[src/rtl/anton_product_pkg.sv]
// Shared constants for the anton_product transaction sequencer:
// FSM state encodings, nibble index map and parameter defaults.
package anton_product_pkg;

   typedef logic [2:0] state_t;

   localparam state_t ST_IDLE  = 3'd0;
   localparam state_t ST_CLEAR = 3'd1;
   localparam state_t ST_LOAD  = 3'd2;
   localparam state_t ST_WAIT  = 3'd3;
   localparam state_t ST_DONE  = 3'd4;

   localparam int unsigned NIBBLES_PER_TXN = 4;

   // Order in which the core expects operand nibbles under the read strobe
   localparam logic [1:0] IDX_A_LO = 2'd0;
   localparam logic [1:0] IDX_A_HI = 2'd1;
   localparam logic [1:0] IDX_B_LO = 2'd2;
   localparam logic [1:0] IDX_B_HI = 2'd3;

   localparam int unsigned DEF_CLEAR_CYCLES = 1;
   localparam int unsigned DEF_RESULT_WAIT  = 2;

endpackage

[src/rtl/anton_product_nibble_mux.sv]
// Selects one operand nibble for the core by load index.
module anton_product_nibble_mux
   import anton_product_pkg::*;
(
   input  logic [1:0] idx,
   input  logic [7:0] a,
   input  logic [7:0] b,
   output logic [3:0] nibble
);

   always_comb begin
      nibble = '0;
      case (idx)
         IDX_A_LO: nibble = a[3:0];
         IDX_A_HI: nibble = a[7:4];
         IDX_B_LO: nibble = b[3:0];
         IDX_B_HI: nibble = b[7:4];
         default:  nibble = '0;
      endcase
   end

endmodule

[src/rtl/anton_product_seq.sv]
// Sequencer for the anton_product nibble-serial multiplier: clears the core,
// streams four operand nibbles, waits a settle time and returns the product.
module anton_product_seq
   import anton_product_pkg::*;
#(
   parameter int unsigned CLEAR_CYCLES = DEF_CLEAR_CYCLES,
   parameter int unsigned RESULT_WAIT  = DEF_RESULT_WAIT
) (
   input  logic       clk,
   input  logic       reset,
   input  logic       in_valid,
   output logic       in_ready,
   input  logic [7:0] op_a,
   input  logic [7:0] op_b,
   output logic       out_valid,
   input  logic       out_ready,
   output logic [7:0] result,
   output logic       busy,
   output logic       core_reset,
   output logic       core_read,
   output logic [3:0] core_nibble,
   input  logic [7:0] core_result
);

   state_t     state;
   logic [3:0] cnt;
   logic [7:0] a_q;
   logic [7:0] b_q;
   logic [3:0] mux_nibble;

   always_ff @(posedge clk) begin
      if (reset) begin
         state  <= ST_IDLE;
         cnt    <= '0;
         a_q    <= '0;
         b_q    <= '0;
         result <= '0;
      end else begin
         case (state)
            ST_IDLE: begin
               if (in_valid) begin
                  a_q   <= op_a;
                  b_q   <= op_b;
                  cnt   <= '0;
                  state <= ST_CLEAR;
               end
            end
            ST_CLEAR: begin
               if (cnt == 4'(CLEAR_CYCLES - 1)) begin
                  cnt   <= '0;
                  state <= ST_LOAD;
               end else begin
                  cnt <= cnt + 4'd1;
               end
            end
            ST_LOAD: begin
               if (cnt == 4'(NIBBLES_PER_TXN - 1)) begin
                  cnt   <= '0;
                  state <= ST_WAIT;
               end else begin
                  cnt <= cnt + 4'd1;
               end
            end
            ST_WAIT: begin
               // Core output is only trusted after the full settle window
               if (cnt == 4'(RESULT_WAIT - 1)) begin
                  result <= core_result;
                  cnt    <= '0;
                  state  <= ST_DONE;
               end else begin
                  cnt <= cnt + 4'd1;
               end
            end
            ST_DONE: begin
               if (out_ready) state <= ST_IDLE;
            end
            default: state <= ST_IDLE;
         endcase
      end
   end

   anton_product_nibble_mux u_mux (
      .idx    (cnt[1:0]),
      .a      (a_q),
      .b      (b_q),
      .nibble (mux_nibble)
   );

   // Reset overrides the handshake and core strobes within the same cycle
   assign in_ready    = (state == ST_IDLE) & ~reset;
   assign out_valid   = (state == ST_DONE) & ~reset;
   assign busy        = (state != ST_IDLE) & ~reset;
   assign core_reset  = reset | (state == ST_CLEAR);
   assign core_read   = (state == ST_LOAD) & ~reset;
   assign core_nibble = core_read ? mux_nibble : 4'h0;

endmodule

[config.mk]
export PLATFORM = sky130hd
export DESIGN_NAME = anton_product_seq
export DESIGN_NICKNAME = d
export VERILOG_FILES = /design/src/rtl/anton_product_pkg.sv /design/src/rtl/anton_product_nibble_mux.sv /design/src/rtl/anton_product_seq.sv
export SDC_FILE = /design/constraint.sdc
export NUM_CORES = 1
export LEC_CHECK = 0
export CORE_ASPECT_RATIO = 1.75
export CORE_UTILIZATION = 30
export DETAILED_ROUTE_END_ITERATION = 16
export HOLD_SLACK_MARGIN = 0.06
export PLACE_DENSITY = 0.53
export SLEW_MARGIN = 5
export SYNTH_ARGS = -nofsm -noshare
export SYNTH_HDL_FRONTEND = slang
export SYNTH_SLANG_ARGS = --single-unit
[constraint.sdc]
create_clock -name clk -period 5 [get_ports clk]
set_clock_uncertainty 0.15 [all_clocks]
set_input_delay 0.5 -clock clk [delete_from_list [all_inputs] [get_ports clk]]
set_output_delay 0.5 -clock clk [all_outputs]
set_load 0.05 [all_outputs]
==> reports/metrics.cfg <==
[timing]
report.final.setup_viol=0
rsz0062_at_grt=false
fmax_mhz=299.1
drv_slew=0
min_period_ns=3.343
worst_slew_pin_slew_ns=0.6718
fin_tns_setup_ns=0
slew_headroom_pct=54.58
fin_crit_sh_pct=66.86
finalHoldViolations=0

[global_routing]
grt_pass1_vias=1283
overflow=0
grt_usage_pct=15.35
grt_first_pass_wirelength_um=5740
antenna_found_initial=0
grt_max_degree=37

[drt]
vias=1309
avgViaCountPerCell=4.830
drc=0
dr.pass1.iters=4
ant_nets=0
drtIter0Drc=51
wl_per_cell_um=12.91
routed_wl_um=3499

[die]
std_cell_rows=33
die_w_um=54.54
pin_count=45
core_area_um2=4666
dieHeight_um=93.94
dieArea_um2=5123
start_util_pct=31.05

[power_and_ir_drop]
power_leakage_nw=0.7000
vdd_ir_drop_max_v=0.0003271
power_density_nw_per_um2=447.7

[worst_setup_path]
critPathMaxFanout=36
endpoint_kind=output port
critPathRequiredTime_ns=4.35
critPathLaunchType=primary input
reg2reg_depth=7
crit_type=in -> out
crit_arrival_ns=2.69

[cts]
cts_tree=built
cts_buffer_depth=2
cts.sinks=31
clockRootBuffer=clkbuf_8
holdBufCountCts=0
htree_levels=2
post_cts_buffers=0
insertion_delay_ns=0.28
cts_resized=0
cts_inserted_buffers=5
clk_pin_slew_ns=0.06

[finish]
stdcell_count=271
drive_gt1_share_pct=6.849
nNetsFinal=251
syn_to_final_growth_pct=39.12
n_antenna_cell=0

[synthesis]
syn-cell-area_um2=1449
synthDistinctLibCells=34
ys_ff_latch=31
synth_area_leaders=dfxtp_1, nand2_1, nor2_1, a21oi_1, mux2i_1
synth_cells=177
syn_area_per_cell_um2=8.186
synth.yosys.seq_area_share_pct=42.83
syn_nets=210
yosys_warnings=0
synth_top_area_share_pct=42.83
synth_top_area_cell=dfxtp_1

[min_path]
worstHoldPathType=reg -> reg
hold_depth=2

[placement]
gp_congestion=0.7139
dp_hpwl_um=2522
dp_cells=263
portBuffers=44

[status]
run_status=finished clean

[flow_run]
drv_cap=0

[flip-flops by register name (all words and copies together) (netlist names)]
signal and count:
a_q 8, b_q 8, result 8, cnt 4
state 3
[routing by layer]
metal / up-vias / GRT usage, % / part of all wire [%]
li1: 684 / - / -
met3: 6 / 2.427 / 2.6
met2: 30 / 28.15 / 57
met5: - / 0 / 0
met1: 589 / 16.22 / 39
met4: 0 / 6.197 / 1.9
[cell usage after synthesis]
cell type / count
nand2_1: 37
dfxtp_1: 31
nor2_1: 30
a21oi_1: 20
clkbuf_1: 9
mux2i_1: 9
ha_1: 5
a222oi_1: 4
inv_1: 3
nor3_1: 3
nand3_1: 2
nor4_1: 2
a211oi_1: 1
a22oi_1: 1
a311oi_2: 1
a31oi_1: 1
a41oi_1: 1
and2_1: 1
and3_4: 1
buf_1: 1
buf_2: 1
buf_6: 1
mux2_4: 1
nor2b_1: 1
nor3b_1: 1
nor4_2: 1
nor4_4: 1
nor4b_1: 1
o21ai_0: 1
o22ai_1: 1
o41a_1: 1
or2_2: 1
or4b_1: 1
xor2_1: 1
[final timing paths]
| kind | from | slack (ns) | endpoint |
|---|---|---|---|
| min reg2reg | a_q[3] | 0.31 | a_q[3] |
| min | a_q[3] | 0.31 | a_q[3] |
| max | reset | 1.66 | core_nibble[0] |
| max reg2reg | cnt[1] | 2.80 | cnt[3] |
[layout make-up]
type	instances	area [µm²]
clock buffer	8	100.1
fill	495	2650
inverter	3	11.26
multi-input combinational	131	763.2
sequential	31	620.6
tap	52	65.06
timing repair buffer	46	455.4
[layout by cell type, fill, tap and decap left out]
master           count
clkdlybuf4s50_1     44
nand2_1             37
a21oi_1             20
nor4_4               1
nor3_1               3
nand3_1              2
a311oi_2             1
nor4b_1              1
clkbuf_8             7
mux2i_1              9
clkbuf_1             1
nor3b_1              1
o21ai_0              1
xor2_1               1
and2_1               1
a31oi_1              1
o41a_1               1
inv_1                3
nor2_1              30
and3_4               1
mux2_4               1
o22ai_1              1
a211oi_1             1
or4b_1               1
nor4_1               2
a41oi_1              1
or2_2                1
a22oi_1              1
a222oi_1             4
nor4_2               1
ha_1                 5
dfxtp_1             31
buf_4                2
nor2b_1              1
[critical path: stages]
cell             delay, ns
clkdlybuf4s50_1       0.40
buf_4                 0.25
or4b_1                0.60
nor2_1                0.13
clkdlybuf4s50_1       0.81
[power by group]
group          total [W]  switching [W]  internal (W)
combinational   0.000350       0.000215      0.000135
clock           0.000214      0.0000881      0.000125
sequential      0.000339      0.0000521      0.000287
[cells by family (layout without fill, tap and decap cells)]
family          count (synthesis)  count (layout)  share of synthesized area, %
fa+ha+maj                       5               5                         4.318
buf+inv                        15              57                         4.490
flops                          31              31                         42.83
compound gates                 32              32                         14.34
xor+xnor                        1               1                        0.6046
simple gates                   83              83                         26.17
mux                            10              10                         7.254
[through the flow]
| step | utilization (%) | setup slack [ns] | total power (W) | hold slack (ns) | area, µm² |
|---|---|---|---|---|---|
| 2_1_floorplan | - | 2.008 | 0.0006005 | 0.2857 | 1449 |
| 3_3_place_gp | 41.06 | 1.668 | 0.0006962 | 0.2938 | 1916 |
| 3_5_place_dp | 41.06 | 1.657 | 0.0006984 | 0.2969 | 1916 |
| 4_1_cts | 43.20 | 1.640 | 0.0009148 | 0.3057 | 2016 |
| 5_1_grt | 43.20 | 1.566 | 0.0009737 | 0.3174 | 2016 |
| 6_report | 43.20 | 1.657 | 0.0009024 | 0.3050 | 2016 |
Power figures use the tool's default switching activity.
